**config.mk**
```make
export PLATFORM = sky130hd
export DESIGN_NAME = pipe_hazard_ctrl
export DESIGN_NICKNAME = d
export VERILOG_FILES = /design/src/rtl/pipe_hazard_ctrl_pkg.sv /design/src/rtl/pipe_hazard_ctrl_fwd_unit.sv /design/src/rtl/pipe_hazard_ctrl.sv
export SDC_FILE = /design/constraint.sdc
export NUM_CORES = 1
export LEC_CHECK = 0
export BUFFER_PORTS_ARGS = -buffer_cell sky130_fd_sc_hd__buf_2
export CELL_PAD_IN_SITES_DETAIL_PLACEMENT = 1
export CELL_PAD_IN_SITES_GLOBAL_PLACEMENT = 1
export CORE_UTILIZATION = 36
export DETAILED_ROUTE_END_ITERATION = 8
export PLACE_DENSITY = 0.89
export SLEW_MARGIN = 25
export SYNTH_ARGS = -nofsm -noshare
export SYNTH_HDL_FRONTEND = slang
export SYNTH_SLANG_ARGS = --single-unit
```
**constraint.sdc**
```tcl
create_clock -name clk -period 4.7 [get_ports clk]
set_input_delay 0.94 -clock clk [delete_from_list [all_inputs] [get_ports clk]]
set_output_delay 0.94 -clock clk [all_outputs]
set_load 0.01 [all_outputs]
```
**src/rtl/pipe_hazard_ctrl_pkg.sv**
```systemverilog
// Shared types for the MIPS 5-stage pipeline hazard controller.
//   state_t    : sequencing FSM states (RUN, MEM_WAIT)
//   fwd_sel_t  : EX-stage ALU operand source select
//   REG_ZERO   : architectural $zero, never a hazard source
package pipe_ctrl_pkg;

  typedef enum logic {
    RUN      = 1'b0,
    MEM_WAIT = 1'b1
  } state_t;

  typedef enum logic [1:0] {
    FWD_RF    = 2'b00,
    FWD_EXMEM = 2'b01,
    FWD_MEMWB = 2'b10
  } fwd_sel_t;

  localparam logic [4:0] REG_ZERO = 5'd0;

endpackage

```
**src/rtl/pipe_hazard_ctrl_fwd_unit.sv**
```systemverilog
// Forwarding compare for one EX-stage ALU operand.
// Ports:
//   src_i            source register held in ID/EX
//   mem_rd_i/_we_i   EX/MEM destination and reg_write
//   wb_rd_i/_we_i    MEM/WB destination and reg_write
//   sel_o            operand select; EX/MEM has priority over MEM/WB
module fwd_unit
  import pipe_ctrl_pkg::*;
(
  input  logic [4:0] src_i,
  input  logic [4:0] mem_rd_i,
  input  logic       mem_we_i,
  input  logic [4:0] wb_rd_i,
  input  logic       wb_we_i,
  output fwd_sel_t   sel_o
);

  always_comb begin
    sel_o = FWD_RF;
    if (mem_we_i && (mem_rd_i != REG_ZERO) && (mem_rd_i == src_i)) begin
      sel_o = FWD_EXMEM;
    end else if (wb_we_i && (wb_rd_i != REG_ZERO) && (wb_rd_i == src_i)) begin
      sel_o = FWD_MEMWB;
    end
  end

endmodule

```
**src/rtl/pipe_hazard_ctrl.sv**
```systemverilog
// Hazard and sequencing controller for the 5-stage MIPS pipeline.
// Drives stage-register enables/flushes, EX forwarding selects, and a
// data-memory wait handshake that freezes the pipe while MEM is busy.
// Build option: define PIPE_FWD_EN to enable forwarding (only load-use
// stalls remain); otherwise fwd_a/fwd_b are 00 and any RAW against EX or
// MEM stalls (register file writes first half, reads second half).
// Ports:
//   clk, rst (async, active-high)
//   id_*       : ID instruction sources;  ex_* : ID/EX fields
//   mem_*      : EX/MEM fields;  wb_* : MEM/WB fields
//   branch_taken, dmem_ready : control inputs
//   pc_en, ifid_en, idex_en, exmem_en : load enables
//   ifid_flush, idex_flush, exmem_flush, memwb_bubble : bubble controls
//   fwd_a, fwd_b : ALU operand selects;  dmem_req : memory request
//   mem_err : sticky timeout flag;  stall_cycles : saturating pc_en=0 count
module pipe_hazard_ctrl
  import pipe_ctrl_pkg::*;
#(
  parameter int unsigned MEM_TIMEOUT = 16,
  parameter int unsigned CNT_W       = 16
) (
  input  logic             clk,
  input  logic             rst,
  input  logic [4:0]       id_rs,
  input  logic [4:0]       id_rt,
  input  logic             id_uses_rt,
  input  logic [4:0]       ex_rs,
  input  logic [4:0]       ex_rt,
  input  logic [4:0]       ex_rd,
  input  logic             ex_mem_read,
  input  logic             ex_reg_write,
  input  logic [4:0]       mem_rd,
  input  logic             mem_reg_write,
  input  logic             mem_access,
  input  logic             branch_taken,
  input  logic [4:0]       wb_rd,
  input  logic             wb_reg_write,
  input  logic             dmem_ready,
  output logic             pc_en,
  output logic             ifid_en,
  output logic             idex_en,
  output logic             exmem_en,
  output logic             ifid_flush,
  output logic             idex_flush,
  output logic             exmem_flush,
  output logic             memwb_bubble,
  output logic [1:0]       fwd_a,
  output logic [1:0]       fwd_b,
  output logic             dmem_req,
  output logic             mem_err,
  output logic [CNT_W-1:0] stall_cycles
);

`ifdef PIPE_FWD_EN
  localparam bit FWD_ON = 1'b1;
`else
  localparam bit FWD_ON = 1'b0;
`endif

  localparam int unsigned WC_W = $clog2(MEM_TIMEOUT + 1);

  state_t           state_q, state_d;
  logic [WC_W-1:0]  wait_cnt_q, wait_cnt_d;
  logic             mem_err_q, mem_err_d;
  logic [CNT_W-1:0] stall_q, stall_d;

  logic     freeze;
  logic     load_use_hit;
  logic     raw_hit;
  logic     hazard;
  fwd_sel_t fwd_a_sel, fwd_b_sel;

  // Forwarding compares; with forwarding disabled the writer enables are
  // masked so the selects can only resolve to the register file.
  fwd_unit u_fwd_a (
    .src_i    (ex_rs),
    .mem_rd_i (mem_rd),
    .mem_we_i (FWD_ON && mem_reg_write),
    .wb_rd_i  (wb_rd),
    .wb_we_i  (FWD_ON && wb_reg_write),
    .sel_o    (fwd_a_sel)
  );

  fwd_unit u_fwd_b (
    .src_i    (ex_rt),
    .mem_rd_i (mem_rd),
    .mem_we_i (FWD_ON && mem_reg_write),
    .wb_rd_i  (wb_rd),
    .wb_we_i  (FWD_ON && wb_reg_write),
    .sel_o    (fwd_b_sel)
  );

  assign fwd_a    = rst ? FWD_RF : fwd_a_sel;
  assign fwd_b    = rst ? FWD_RF : fwd_b_sel;
  assign dmem_req = mem_access;
  assign mem_err  = mem_err_q;
  assign stall_cycles = stall_q;

  // Load in EX feeding an ID source: one bubble even with forwarding.
  assign load_use_hit = ex_mem_read && (ex_rd != REG_ZERO) &&
                        ((ex_rd == id_rs) || (id_uses_rt && (ex_rd == id_rt)));

  // Without forwarding any pending write in EX or MEM blocks ID.
  assign raw_hit =
    ((id_rs != REG_ZERO) &&
     ((ex_reg_write && (ex_rd == id_rs)) || (mem_reg_write && (mem_rd == id_rs)))) ||
    (id_uses_rt && (id_rt != REG_ZERO) &&
     ((ex_reg_write && (ex_rd == id_rt)) || (mem_reg_write && (mem_rd == id_rt))));

  assign hazard = FWD_ON ? load_use_hit : raw_hit;

  always_comb begin
    state_d      = state_q;
    wait_cnt_d   = wait_cnt_q;
    mem_err_d    = mem_err_q;
    freeze       = 1'b0;
    pc_en        = 1'b1;
    ifid_en      = 1'b1;
    idex_en      = 1'b1;
    exmem_en     = 1'b1;
    ifid_flush   = 1'b0;
    idex_flush   = 1'b0;
    exmem_flush  = 1'b0;
    memwb_bubble = 1'b0;

    case (state_q)
      RUN: begin
        if (mem_access && !dmem_ready) begin
          freeze     = 1'b1;
          state_d    = MEM_WAIT;
          wait_cnt_d = WC_W'(1);
        end
      end
      MEM_WAIT: begin
        if (dmem_ready) begin
          state_d    = RUN;
          wait_cnt_d = '0;
        end else if (wait_cnt_q == WC_W'(MEM_TIMEOUT)) begin
          // Abort: flag the error and release exactly as a ready would.
          mem_err_d  = 1'b1;
          state_d    = RUN;
          wait_cnt_d = '0;
        end else begin
          freeze     = 1'b1;
          wait_cnt_d = wait_cnt_q + 1'b1;
        end
      end
      default: begin
        state_d    = RUN;
        wait_cnt_d = '0;
      end
    endcase

    // Branch and hazard checks are masked by the freeze and therefore
    // re-evaluated naturally on the release cycle.
    if (freeze) begin
      pc_en        = 1'b0;
      ifid_en      = 1'b0;
      idex_en      = 1'b0;
      exmem_en     = 1'b0;
      memwb_bubble = 1'b1;
    end else if (branch_taken) begin
      ifid_flush  = 1'b1;
      idex_flush  = 1'b1;
      exmem_flush = 1'b1;
    end else if (hazard) begin
      pc_en      = 1'b0;
      ifid_en    = 1'b0;
      idex_flush = 1'b1;
    end

    if (rst) begin
      pc_en        = 1'b1;
      ifid_en      = 1'b1;
      idex_en      = 1'b1;
      exmem_en     = 1'b1;
      ifid_flush   = 1'b0;
      idex_flush   = 1'b0;
      exmem_flush  = 1'b0;
      memwb_bubble = 1'b0;
    end
  end

  always_comb begin
    stall_d = stall_q;
    if (!pc_en && (stall_q != '1)) begin
      stall_d = stall_q + 1'b1;
    end
  end

  always_ff @(posedge clk or posedge rst) begin
    if (rst) begin
      state_q    <= RUN;
      wait_cnt_q <= '0;
      mem_err_q  <= 1'b0;
      stall_q    <= '0;
    end else begin
      state_q    <= state_d;
      wait_cnt_q <= wait_cnt_d;
      mem_err_q  <= mem_err_d;
      stall_q    <= stall_d;
    end
  end

endmodule

```
; Word level (Yosys, flattened, before mapping)
; Cells that the tools add are included.
[totals]
regBits = 23
in_bits = 45
output_inout_bits = 30
wordCells = 55
[classes]
bitwise = 2
mux = 23
eq_ne = 7
n_reduce_logical = 17
n_addsub = 2
[op_table]
columns = operator, count
row1 = 5-bit == test, 4
row2 = 1-bit two-way mux, 18
row3 = 16-bit by 1-bit adder with 16-bit output (second input constant), 1
row4 = 16-bit != test (second input constant), 1
row5 = 5-bit two-way mux, 3
row6 = 5-bit case mux with 2 select lines, 1
row7 = 5-bit nonzero test, 2
row8 = 1-bit logical AND, 9
row9 = 5-bit by 1-bit adder with 5-bit output (second input constant), 1
row10 = 5-bit == test (second input constant), 1
row11 = 1-bit logical OR, 3
row12 = 3-bit AND reduction, 1
row13 = 1-bit logical NOT, 2
row14 = 2-bit != test (second input constant), 1
row15 = 1-bit inverter, 2
row16 = 1-bit case mux with 2 select lines, 1

; Depth between registers and ports, before layout
[depth]
depth_word = 11
depth_mapped = 10
mapped_depth_nobuf = 9

; Cells and area by module
; A second synthesis with hierarchy kept.
[unflattened]
cells_unflattened = 200
area_unflattened_um2 = 1873.0
[by_module_without_submodules]
columns = mod, n_inst, area_per_inst_um2, cells_per_inst, seq_area_each_um2
row1 = pipe_hazard_ctrl, 1, 1570.3, 160, 575.6
row2 = fwd_unit, 2, 151.4, 20, 0.0

; Worst setup path before layout
; No wires, ideal clock.
[synth_path]
path_kind = input to output
start = in id_rt[1]
end = out pc_en
t_arrival_ns = 2.297
stages = 6
path_slack_ns = 1.463
required_time_ns = 3.760
path_cell_list = or4_1 o21ai_1 o211ai_2 a21oi_4 buf_6 buf_4
[synth_between]
elab_chain_cells = 9
[synth_rtl]
columns = element, line_no
row1 = "start, declared", pipe_hazard_ctrl.sv:25  ; input logic [4:0] id_rt,
row2 = 5-bit == test, pipe_hazard_ctrl.sv:108  ; ((ex_reg_write && (ex_rd == id_rt)) || (mem_reg_write && (mem_rd == id_rt))));
row3 = 1-bit logical AND, pipe_hazard_ctrl.sv:108
row4 = 1-bit logical OR, pipe_hazard_ctrl.sv:108
row5 = 1-bit logical AND *, pipe_hazard_ctrl.sv:107  ; (id_uses_rt && (id_rt != REG_ZERO) &&
row6 = 1-bit logical OR *, pipe_hazard_ctrl.sv:106  ; ((ex_reg_write && (ex_rd == id_rs)) || (mem_reg_write && (mem_rd == id_rs)))) ||
row7 = 1-bit two-way mux * (4 in a row), -
row8 = "end, declared", pipe_hazard_ctrl.sv:39  ; output logic pc_en,
; Mark *: on every way between the ends. The rest lies on a longest branch, timed or not.

; Worst setup path in the final report
[layout_path]
start = in id_rt[1]
end = out pc_en
[layout_between]
elab_chain_cells = 9
[layout_rtl]
columns = element, line_no
row1 = 5-bit == test, pipe_hazard_ctrl.sv:108
row2 = 1-bit logical AND, pipe_hazard_ctrl.sv:108
row3 = 1-bit logical OR, pipe_hazard_ctrl.sv:108
row4 = 1-bit logical AND *, pipe_hazard_ctrl.sv:107
row5 = 1-bit logical OR *, pipe_hazard_ctrl.sv:106
row6 = 1-bit two-way mux *, pipe_hazard_ctrl.sv:166  ; end else if (hazard) begin
row7 = 1-bit two-way mux *, pipe_hazard_ctrl.sv:162  ; end else if (branch_taken) begin
row8 = 1-bit two-way mux *, pipe_hazard_ctrl.sv:156  ; if (freeze) begin
row9 = 1-bit two-way mux *, pipe_hazard_ctrl.sv:172  ; if (rst) begin
; Marks and branches as above.

==> run_results.csv <==
group,metric,value,unit
outcome,status,"finished clean",
synth,synth_top_area_share,36.9,%
flow_run,max_cap_viol_count,0,
synth,avgSynthCellArea,9.87,um^2
routing,ant_nets,0,
placement,port_buffers,53,
worst_setup_path,critPathRequiredTime,3.76,ns
sta,maxSlewViolCount,0,
worst_setup_path,crit_fanout,17,
min_path,min_path_cells,1,
cts,numCtsBuffers,3,
worst_setup_path,arrival,2.72,ns
placement,gp_congestion,0.811,
placement,placed_cell_area,1820,um^2
power,powerDensity,299,nW/um^2
floorplan,initial_core_util,38.2,%
floorplan,core.rowCount,23,
worst_setup_path,cpMaxStageDelayCell,"a21oi_4",
cts,clk_latency,0.27,ns
worst_setup_path,startpoint_type,"primary input",
cts,cts_tree,"done",
synth,synth.top_cells.by_area,"dfrtp_1, xor2_1, xnor2_1",
sta,finalClockSkew,0.00795,ns
layout,antenna_cells,0,
worst_setup_path,crit_top_cell,"buf_2",
placement,place_ws,1.04,ns
sta,tns,0,ns
worst_setup_path,cpPeakStageDelay,0.54,ns
layout,nets,257,
floorplan,fp.dieW,67.8,um
floorplan,io-pin-count,75,
global_routing,grt-ovfl-total,0,
global_routing,grt_util_all_layers,19.2,%
cts,post_cts_buffers,0,
layout,multi_input_area,888,um^2
global_routing,grt_pass1_vias,1389,
routing,remaining_drc_errors,0,
routing,vias_per_cell,5.15,
cts,clkTransAtPathRegs,0.09,ns
synth,ys_types,40,
power,irDropWorstVdd,0.296,mV
routing,drtIter0Drc,43,
min_path,min_to,"stall_cycles[4]$_DFFE_PP0P_",
floorplan,fp.dieArea,4600,um^2
worst_setup_path,cp_cell_sequence,"buf_2, or4_1, o21ai_1, o211ai_2, a21oi_4, buf_2",
placement,hpwl,3090,um
layout,seqCellArea,576,um^2
cts,cts.path.max_buffers,2,
sta,worst_slack,1.04,ns
worst_setup_path,rr_worst_depth,9,
global_routing,grt_pass1_wl,6620,um
synth,syn-cell-area,1560,um^2
cts,cts_hold_buf,0,
layout,syn_to_final_growth,20.1,%
worst_setup_path,crit_path_end_kind,"output pin",
layout,drive_gt1_share,35.6,%
cts,root_buffer,"clkbuf_8",
min_path,min_path_type,"reg -> reg",
synth,yosys.area.top_type,"dfrtp_1",
worst_setup_path,r2r-end,"stall_cycles[1]$_DFFE_PP0P_",
cts,h-tree-depth,1,
routing,wirelength,3850,um
worst_setup_path,critPathKind,"in -> out",
sta,rsz0062_at_grt,"no",
floorplan,die_height,67.8,um
synth,yosys_warnings,0,
cts,post_cts_resized,0,
sta,setup_viol,0,
synth,synth_seq_area_share,36.9,%
synth,synthCells,158,
worst_setup_path,crit_family,"compound AO/OA/AOI/OAI gates",
sta,hold_viol_final,0,
worst_setup_path,crit_buf_inv,2,
power,p_leak,0.925,nW
global_routing,grt_max_degree,25,
global_routing,antenna_found_initial,0,
worst_setup_path,r2r_slack,2.30,ns
sta,clock.fmax,274,MHz
sta,timing.final.crit_period,3.66,ns
routing,wl_per_cell,14.9,um
worst_setup_path,r2r_start,"wait_cnt_q[0]$_DFFE_PP0P_",
synth,synth-seq-cells,23,
layout,fillers,501,
routing,vias,1328,
routing,dr.pass1.iters,2,
sta,timing.final.crit_share,77.8,%
layout,fin_area,1870,um^2
sta,worst_slew_pin_slew,0.915,ns
cts,clkSinkCount,23,
sta,max_slew_margin,38.9,%
min_path,hp-start,"stall_cycles[4]$_DFFE_PP0P_",
floorplan,core-area,4090,um^2
## where the power goes
| group | leakage (nW) | total [W] | internal [W] | switching [W] |
|---|---|---|---|---|
| clock network | 0.0255 | 0.000127 | 0.0000593 | 0.0000675 |
| registers | 0.291 | 0.000270 | 0.000229 | 0.0000412 |
| logic | 0.609 | 0.000162 | 0.0000759 | 0.0000861 |
| total | 0.925 | 0.000559 | 0.000364 | 0.000195 |
## layer usage
| layer | GRT usage (%) | share of wire (%) | vias to the layer above |
|---|---|---|---|
| met5 | 0 | 0 | - |
| met4 | 7.55 | 2.0 | 0 |
| met3 | 3.72 | 4.2 | 9 |
| met2 | 33.0 | 52 | 37 |
| met1 | 23.4 | 42 | 647 |
| li1 | - | - | 635 |
## cell type report
class | instances | area share (%)
Clock buffer | 3 | 2.21
Clock inverter | 1 | 0.267
Inverter | 9 | 1.80
Multi-Input combinational cell | 119 | 47.5
Sequential cell | 23 | 30.7
Tap cell | 50 | 3.34
Timing Repair Buffer | 53 | 14.2
## layout by cell type, fill, tap and decap left out, types with 2 or more instances in the layout
| master | instances |
|---|---|
| buf_2 | 53 |
| xor2_1 | 28 |
| dfrtp_1 | 23 |
| nand2_1 | 10 |
| inv_1 | 9 |
| nor4_1 | 8 |
| xnor2_1 | 8 |
| nand3_1 | 7 |
| nor2_1 | 6 |
| nand4_1 | 4 |
| nor3_1 | 4 |
| nor3_2 | 4 |
| conb_1 | 4 |
| and2_1 | 3 |
| o21ai_0 | 3 |
| nor4_2 | 3 |
| ha_1 | 3 |
| clkbuf_8 | 3 |
| a21oi_1 | 2 |
## worst max-delay path by stage
stage / start / endpoint / slack, ns / cells past startpoint
after floorplan: id_rt[1] / pc_en / 1.46 / 6
after global placement: id_rt[1] / pc_en / 1.10 / 6
after detailed placement: id_rt[1] / pc_en / 1.04 / 6
after CTS: id_rt[1] / pc_en / 1.04 / 6
after global routing: id_rt[1] / pc_en / 0.96 / 6
final: id_rt[1] / pc_en / 1.04 / 6
## Yosys cell counts, drive strengths merged
cell type / count
a32oi: 1
ha: 3
nor3: 9
o21a: 1
and3: 1
nor3b: 1
or2: 2
conb: 1
nand2b: 1
buf: 10
mux2: 2
nand4: 4
o22ai: 1
nand3: 7
a21oi: 3
xnor2: 8
a22o: 1
o211ai: 1
nand2: 10
o41ai: 1
and2: 3
nor2b: 1
nor2: 7
nor4b: 1
o21ai: 4
xor2: 28
nor4: 11
a21o: 1
inv: 9
or4: 1
a211oi: 1
dfrtp: 23
## worst reg2reg max path: stages (launching register included)
cell and delay, ns:
dfrtp_1 0.42, inv_1 0.10, ha_1 0.15, nand2_1 0.06
nor3_2 0.27, a211oi_2 0.14, and2_1 0.22, a21oi_4 0.50
nor2_2 0.11, mux2_4 0.32
## stage by stage
step | hold slack [ns] | power (W) | util, % | std cells
after CTS | 0.494 | 0.000565 | 45.7 | 258
after global placement | 0.452 | 0.000425 | 44.5 | 254
after detailed placement | 0.475 | 0.000438 | 44.5 | 254
after floorplan | 0.448 | 0.000367 | - | 161
after global routing | 0.523 | 0.000596 | 45.8 | 258
final | 0.490 | 0.000559 | 45.8 | 258
## cell families after synthesis
logic type      share of synthesized area (%)
flops                                    36.9
xor+xnor                                 20.2
compound gates                           7.62
buf+inv                                  7.22
other cells                             0.241
simple gates                             23.7
mux                                      1.69
fa+ha+maj                                2.41
## registers in the layout, indices dropped and copies added (netlist names)
signal / cells
mem_err: 1
stall_cycles: 16
wait_cnt_q: 5
state_q: 1
Power figures use the tool's default switching activity.
